File: src/rtl/cache_controller.sv
// Direct-mapped, write-back / write-allocate cache controller.
// Each line holds valid, dirty, tag and data; misses go through WRITE_BACK and ALLOCATE.
module cache_controller #(
  parameter int NUM_BLOCKS      = 4,
  parameter int WORDS_PER_BLOCK = 4
) (
  input  logic                         clock,
  input  logic                         reset,
  input  logic                         read_write,
  input  logic                         if_lb,
  input  logic [9:0]                   address,
  input  logic [31:0]                  write_data,
  output logic                         hit_miss,
  output logic [31:0]                  read_data,
  output logic                         mem_req,
  output logic                         mem_read_write,
  output logic [9:0]                   mem_address,
  output logic [32*WORDS_PER_BLOCK-1:0] mem_write_data,
  input  logic [32*WORDS_PER_BLOCK-1:0] mem_read_data,
  input  logic                         mem_ready
);
  localparam int IDX_W  = $clog2(NUM_BLOCKS);
  localparam int WRD_W  = $clog2(WORDS_PER_BLOCK);
  localparam int OFF_W  = WRD_W + 2;
  localparam int TAG_W  = 10 - IDX_W - OFF_W;
  localparam int LINE_W = 32 * WORDS_PER_BLOCK;

  typedef enum logic [1:0] {COMPARE, WRITE_BACK, ALLOCATE} state_t;

  state_t                              state_q, state_d;
  logic [NUM_BLOCKS-1:0]               valid_q, dirty_q;
  logic [NUM_BLOCKS-1:0][TAG_W-1:0]    tag_q;
  logic [NUM_BLOCKS-1:0][LINE_W-1:0]   data_q;

  logic [TAG_W-1:0]  req_tag;
  logic [IDX_W-1:0]  idx;
  logic [WRD_W-1:0]  wsel;
  logic [1:0]        bsel;
  logic [LINE_W-1:0] line;
  logic [31:0]       word;
  logic [7:0]        lb_byte;
  logic              hit;

  assign req_tag = address[9 -: TAG_W];
  assign idx     = address[OFF_W +: IDX_W];
  assign wsel    = address[2 +: WRD_W];
  assign bsel    = address[1:0];
  assign line    = data_q[idx];
  assign word    = line[{wsel, 5'b0} +: 32];
  assign lb_byte = word[{bsel, 3'b0} +: 8];
  assign hit     = (state_q == COMPARE) && valid_q[idx] && (tag_q[idx] == req_tag);

  always_ff @(posedge clock or posedge reset) begin
    if (reset) state_q <= COMPARE;
    else       state_q <= state_d;
  end

  always_comb begin
    state_d        = state_q;
    hit_miss       = hit;
    read_data      = '0;
    mem_req        = 1'b0;
    mem_read_write = 1'b0;
    mem_address    = '0;
    mem_write_data = '0;
    if (hit && !read_write)
      read_data = if_lb ? {{24{lb_byte[7]}}, lb_byte} : word;
    case (state_q)
      COMPARE: begin
        if (!hit) state_d = (valid_q[idx] && dirty_q[idx]) ? WRITE_BACK : ALLOCATE;
      end
      WRITE_BACK: begin
        // Victim address is rebuilt from the stored tag, not the request tag.
        mem_req        = 1'b1;
        mem_read_write = 1'b1;
        mem_address    = {tag_q[idx], idx, {OFF_W{1'b0}}};
        mem_write_data = line;
        if (mem_ready) state_d = ALLOCATE;
      end
      ALLOCATE: begin
        mem_req     = 1'b1;
        mem_address = {req_tag, idx, {OFF_W{1'b0}}};
        if (mem_ready) state_d = COMPARE;
      end
      default: state_d = COMPARE;
    endcase
  end

  always_ff @(posedge clock or posedge reset) begin
    if (reset) begin
      valid_q <= '0;
      dirty_q <= '0;
      tag_q   <= '0;
      data_q  <= '0;
    end else begin
      if (hit && read_write) begin
        data_q[idx][{wsel, 5'b0} +: 32] <= write_data;
        dirty_q[idx]                    <= 1'b1;
      end
      if (state_q == ALLOCATE && mem_ready) begin
        data_q[idx]  <= mem_read_data;
        valid_q[idx] <= 1'b1;
        dirty_q[idx] <= 1'b0;
        tag_q[idx]   <= req_tag;
      end
    end
  end
endmodule

File: config.mk
export PLATFORM = sky130hd
export DESIGN_NAME = cache_controller
export DESIGN_NICKNAME = d
export VERILOG_FILES = /design/src/rtl/cache_controller.sv
export SDC_FILE = /design/constraint.sdc
export NUM_CORES = 2
export LEC_CHECK = 0
export BUFFER_PORTS_ARGS = -buffer_cell sky130_fd_sc_hd__buf_4
export CORE_MARGIN = 4
export CORE_UTILIZATION = 45
export CTS_CLUSTER_SIZE = 12
export DETAILED_ROUTE_END_ITERATION = 8
export GPL_TIMING_DRIVEN = 1
export HOLD_SLACK_MARGIN = 0.15
export SYNTH_ARGS = -nofsm -noshare
export SYNTH_HDL_FRONTEND = slang
export SYNTH_SLANG_ARGS = --single-unit
File: constraint.sdc
create_clock -name clock -period 26.4 [get_ports clock]
set_input_delay 0 -clock clock [delete_from_list [all_inputs] [get_ports clock]]
set_output_delay 0 -clock clock [all_outputs]
set_load 0.1 [all_outputs]
* Word level (Yosys, flattened, before mapping)
Cells that the tools add are included.
Word-level totals: logic and storage cells 73, register bits after elaboration 538
Operators by class: $lt $le $gt $ge 2, reduce and logical (&&, ||, !) cells 11, shifts and indexed selects 4, eq/ne operators 6, $add $sub $neg 1, muxes and demuxes 34, bitwise operators 4
Operators by type and width (count):
- bitwise mux 512 bit | 2
- two-way mux 512 bit | 2
- demux 128 bit (select 2 bit) | 2
- two-way mux 128 bit | 4
- binary-select mux 128 bit (select 2 bit) | 1
- variable shift 32 x 9 -> 128 bit, first input constant | 1
- variable part select 128 x 8 -> 32 bit | 1
- variable part select 32 x 9 -> 128 bit | 1
- two-way mux 32 bit | 2
- variable part select 32 x 6 -> 8 bit | 1
- case mux 10 bit (2 select lines) | 1
- bitwise mux 16 bit | 1
- two-way mux 4 bit | 4
- negation 7 -> 9 bit | 1
- binary-select mux 4 bit (select 2 bit) | 1
- demux 4 bit (select 2 bit) | 1
- two-way mux 2 bit | 4
- OR 4 bit | 2
- logical AND 1 bit | 7
- inequality test 2 bit, second input constant | 3
- case mux 2 bit (3 select lines) | 1
- two-way mux 1 bit | 5
- AND 4 bit | 1
- binary-select mux 1 bit (select 2 bit) | 2
- other kinds (11) | 11

* Logic depth before layout (Yosys ltp)
depth in word-level cells 8, mapped depth 14

* Least setup slack after synthesis
OpenSTA, ideal clock, no wires.
kind register -> output, start point register tag_q[12] (netlist bit), end point output read_data[10], stages on the path, launching flop included 9, required time 26400 ps, arrival time 5114 ps, buffers on the path 3, slack 21286 ps, path through dfrtp_1 mux4_2 xor2_1 or3_1 buf_6 or3_1 clkbuf_1 buf_2 nor4_1
Between the ends: cells in the longest elaborated chain, start to end 6
RTL lines:
- start, declared | RTL line 32 | logic [NUM_BLOCKS-1:0][TAG_W-1:0] tag_q;
- start signal, assigned by index | RTL line 104 | tag_q[idx] <= req_tag;
- binary-select mux 4 bit (select 2 bit) | RTL line 51 | assign hit = (state_q == COMPARE) && valid_q[idx] && (tag_q[idx] == req_tag);
- two-way mux 4 bit (implied by the code) | RTL line 51
- equality test 4 bit | RTL line 51
- logical AND 1 bit | RTL line 51
- logical AND 1 bit | RTL line 66 | if (hit && !read_write)
- two-way mux 32 bit | RTL line 66
- end, declared | RTL line 14 | output logic [31:0] read_data,
No other way between the ends. The select of a mux whose other input is x is not followed.

==> reports/qor.tcl <==
set qor(cp_top_family) {buffers and inverters}
set qor(routedWlPerCell_um) 31.8
set qor(grt_pass1_wl_mm) 283
set qor(crit_fanout) 71
set qor(count_of_cells_resized_by_post_cts_repair) 0
set qor(synthDominantCellAreaShare) 0.318
set qor(cell_internal_pwr_mw) 2.11
set qor(first_global_vias) 39464
set qor(finalInstanceArea_um2) 49700
set qor(timing.setup.critical_path_class) {register to register}
set qor(worst-slew-pin-transition_ns) 1.37
set qor(synth_xor_area_frac) 0.000799
set qor(power_switching_mw) 1.69
set qor(fmax_mhz) 173
set qor(leading_cell_types_by_total_area_after_synthesis) {sky130_fd_sc_hd__dfrtp_1 32%, sky130_fd_sc_hd__mux2_2 15%, sky130_fd_sc_hd__mux4_2 9.7%}
set qor(ys_dominant_reg_cell) {sky130_fd_sc_hd__dfrtp_1}
set qor(post_synth_most_frequent_cells) {997 x sky130_fd_sc_hd__nand2_1, 552 x sky130_fd_sc_hd__mux2_2, 538 x sky130_fd_sc_hd__dfrtp_1}
set qor(post_route_cells_drive_above_1_share) 0.270
set qor(postSynthCellCount) 4653
set qor(antenna_violating_nets_remaining) 0
set qor(final.setup.tns_ns) 0
set qor(setup.worst_path.start_class) {register}
set qor(core_area_um2) 93300
set qor(result_of_the_run) {finished, final reports clean}
set qor(synth_compound_gate_area_share) 0.175
set qor(syn_area_um2) 42300
set qor(drt-total-wl_mm) 197
set qor(cts_buffers) 69
set qor(sequentialPowerShare) 0.310
set qor(data_arrival_time_at_the_worst_slack_endpoint_ns) 6.25
set qor(htree_levels) 3
set qor(fin_crit_ns) 5.78
set qor(crit_path_frequent_cell) {sky130_fd_sc_hd__buf_4}
set qor(grt_use_total) 0.386
set qor(core.rowCount) 112
set qor(dpl_worst_slack_ns) 21.32
set qor(die-area_um2) 98900
set qor(hpwl_mm) 123
set qor(leakage_nw) 21.3
set qor(1st_iter_drt_viols) 5569
set qor(route.vias.total) 41824
set qor(route.detailed.drc) 0
set qor(seq_total_area_yosys) 0.318
set qor(detailedRoute.firstPassIterationCount) 6
set qor(dieWidth_um) 315
set qor(muxShareOfSynthArea) 0.290
set qor(numPortBuffers) 343
set qor(cts_setup_buffers) 0
set qor(chipHeight_um) 315
set qor(report.final.setup_viol) 0
set qor(cp_slowest_cell) {sky130_fd_sc_hd__or3_2}
set qor(grt_start_max_net_pins) 148
set qor(timing.critical_path.cells) {inv_1 -> ha_1 -> and2_4 -> buf_4 -> buf_4 -> buf_4 -> or3_2 -> nor2_1 -> a31oi_1 -> dlygate4sd3_1 -> mux2i_1}
set qor(syn_to_final_growth_pct) 17.6
set qor(clock_tree.buffer_depth) 3
set qor(stdcell_count) 6193
set qor(ir_worst_vdd_mv) 0.0773
set qor(ios) 348
set qor(ys_warn_count) 0
set qor(adder_cell_fraction_of_synth_area) 0.00237
set qor(timing.critical_path.slowest_cell_delay_ns) 0.88
set qor(max_cap_viol_count) 0
set qor(placement.cell_area_um2) 45300
set qor(comb_power_share) 0.438
set qor(path_buf_inv) 5
set qor(finish.net_count) 5049
set qor(synth-edff-count) 0
set qor(clock_tree.root_cell) {sky130_fd_sc_hd__clkbuf_16}
set qor(globalRouteOverflowTotal) 0
set qor(netSwitchingFraction) 0.445
set qor(number_of_hold_slack_violations_in_the_final_timing_report) 0
set qor(layout_worst_path_cycle_share) 0.219
set qor(tritoncts_num_sinks) 538
set qor(antenna_found_initial) 29
set qor(yosysMostFrequentCell) {sky130_fd_sc_hd__nand2_1}
set qor(clock_slew_seen_by_the_registers_of_the_worst_setup_and_hold_paths_ns) 0.06
set qor(finalMaxSlewViolations) 0
set qor(synth_top_family_by_area) {multiplexers}
set qor(gp_congestion) 1.01
set qor(worst_slew_margin_rel) 0.0813
set qor(initial_core_util) 0.453
set qor(rsz0062_at_grt) {false}
set qor(area_fraction_in_and_or_nand_and_nor_cells_after_synthesis) 0.150
set qor(finish.utilization) 0.533
set qor(cellPowerDensity_nw_per_um2) 76.5
set qor(syn_avg_cell_area_um2) 9.09
set qor(number_of_synthesized_register_bits) 538
set qor(viasPerCell) 6.75
set qor(place.detailed.instances) 5830
set qor(tritoncts) {built}
set qor(clk_latency_ns) 0.65
set qor(clock-skew-final_ns) 0.0223
set qor(worst_slack_ns) 20.62
set qor(worstHoldPathType) {primary input to register}
set qor(synthDominantAreaCellType) {sky130_fd_sc_hd__dfrtp_1}
set qor(async_reset_ff_frac) 1.00
set qor(ys_types) 55
set qor(critPathCaptureType) {register}
set qor(required_ns) 26.87
set qor(power_frac_clock) 0.252
[layer usage]
layer | vias to the layer above | wire length [µm] | track usage
met3 | 653 | 28000 | 0.150
met2 | 3009 | 82100 | 0.550
met4 | 24 | 14300 | 0.229
li1 | 17487 | - | -
met5 | - | 175 | 0
met1 | 20651 | 72300 | 0.494
[area by class of cell]
class	instances	area [µm²]
antenna	28	70.1
timing repair buffer	649	5500
inverter	134	510
multi-input combinational	3474	26400
clock inverter	15	169
tap	1254	1570
fill	8639	43600
sequential	538	13500
clock buffer	101	2020
[metrics by stage]
step	hold WS, ns	power [mW]
after global placement	0.149	2.73
final	0.201	3.80
after floorplan	0.151	2.21
after global routing	0.216	3.91
after CTS	0.178	3.74
after detailed placement	0.151	2.75
[what timing repair did]
action                                  CTS  global route
hold endpoints to repair                615             0
hold buffers                            219             0
endpoints found under the setup margin    0             0
[worst register-to-register path, stage by stage (launching register included)]
cell and delay, ns:
sky130_fd_sc_hd__dfrtp_1 0.41, sky130_fd_sc_hd__inv_1 0.11, sky130_fd_sc_hd__ha_1 0.39, sky130_fd_sc_hd__and2_4 0.51, sky130_fd_sc_hd__buf_4 0.72, sky130_fd_sc_hd__buf_4 0.85
sky130_fd_sc_hd__buf_4 0.73, sky130_fd_sc_hd__or3_2 0.91, sky130_fd_sc_hd__nor2_1 0.13, sky130_fd_sc_hd__a31oi_1 0.18, sky130_fd_sc_hd__dlygate4sd3_1 0.58, sky130_fd_sc_hd__mux2i_1 0.08
[power by group through the flow]
stage	sequential [mW]	combinational (mW)	clock, mW
6_report	1.18	1.66	0.959
5_1_grt	1.20	1.72	0.993
4_1_cts	1.17	1.60	0.965
3_5_place_dp	1.19	1.56	0
3_3_place_gp	1.18	1.55	0
2_1_floorplan	1.11	1.10	0
[worst paths after layout]
kind | slack [ns] | endpoint | startpoint | cells after the start
worst max register to register | 20.62 | register | state_q[0] | 11
max in group asynchronous | 22.70 | async pin | reset | 7
worst min register to register | 0.46 | valid_q[3] | valid_q[3] | 1
min in group asynchronous | 0.63 | async pin | reset | 4
worst max-delay path | 20.62 | register | state_q[0] | 11
worst min-delay path | 0.20 | tag_q[6] | address[8] | 3
[cells in the final DEF, fill, tap and decap left out, types with 5 or more instances in the layout]
cell                            synthesis  final
sky130_fd_sc_hd__a41o_1               110    110
sky130_fd_sc_hd__inv_1                132    131
sky130_fd_sc_hd__dfrtp_1              538    538
sky130_fd_sc_hd__nand2b_1              21     19
sky130_fd_sc_hd__diode_2                0     28
sky130_fd_sc_hd__buf_12                 0      5
sky130_fd_sc_hd__clkbuf_16              0     71
sky130_fd_sc_hd__a21oi_1              369    368
sky130_fd_sc_hd__nand2_1              997    995
sky130_fd_sc_hd__nor2_1               196    192
sky130_fd_sc_hd__o41ai_4                8      8
sky130_fd_sc_hd__or3_2                  0      8
sky130_fd_sc_hd__a211oi_1              55     55
sky130_fd_sc_hd__inv_6                  0      5
sky130_fd_sc_hd__o41ai_1              219    219
sky130_fd_sc_hd__a41oi_1               23     22
sky130_fd_sc_hd__clkinv_2               0      7
sky130_fd_sc_hd__dlygate4sd3_1          0    219
sky130_fd_sc_hd__o21ai_0               11     11
sky130_fd_sc_hd__ha_1                   8      7
sky130_fd_sc_hd__mux2i_1              190    190
sky130_fd_sc_hd__a31oi_1              169    169
sky130_fd_sc_hd__o22a_1                 8      8
sky130_fd_sc_hd__a32oi_1                7      7
sky130_fd_sc_hd__mux4_2               182    182
sky130_fd_sc_hd__nor2b_1               10      8
sky130_fd_sc_hd__nand3_1               14     12
sky130_fd_sc_hd__nor4_1                24     20
sky130_fd_sc_hd__a22oi_1               36     36
sky130_fd_sc_hd__or3_1                 16      7
sky130_fd_sc_hd__mux2_2               552    552
sky130_fd_sc_hd__and3_1                18     18
sky130_fd_sc_hd__clkbuf_1             364     17
sky130_fd_sc_hd__and2_1               182    180
sky130_fd_sc_hd__buf_4                 18    423
sky130_fd_sc_hd__mux2_1                 6      6
sky130_fd_sc_hd__clkbuf_8               0     13
[kinds of logic after synthesis]
| kind of cell | after synthesis |
|---|---|
| compound gates | 1035 |
| xor+xnor | 3 |
| fa+ha+maj | 8 |
| buf+inv | 644 |
| flops | 538 |
| mux | 930 |
| other cells | 1 |
| simple gates | 1494 |
(Power assumes the default switching activity.)
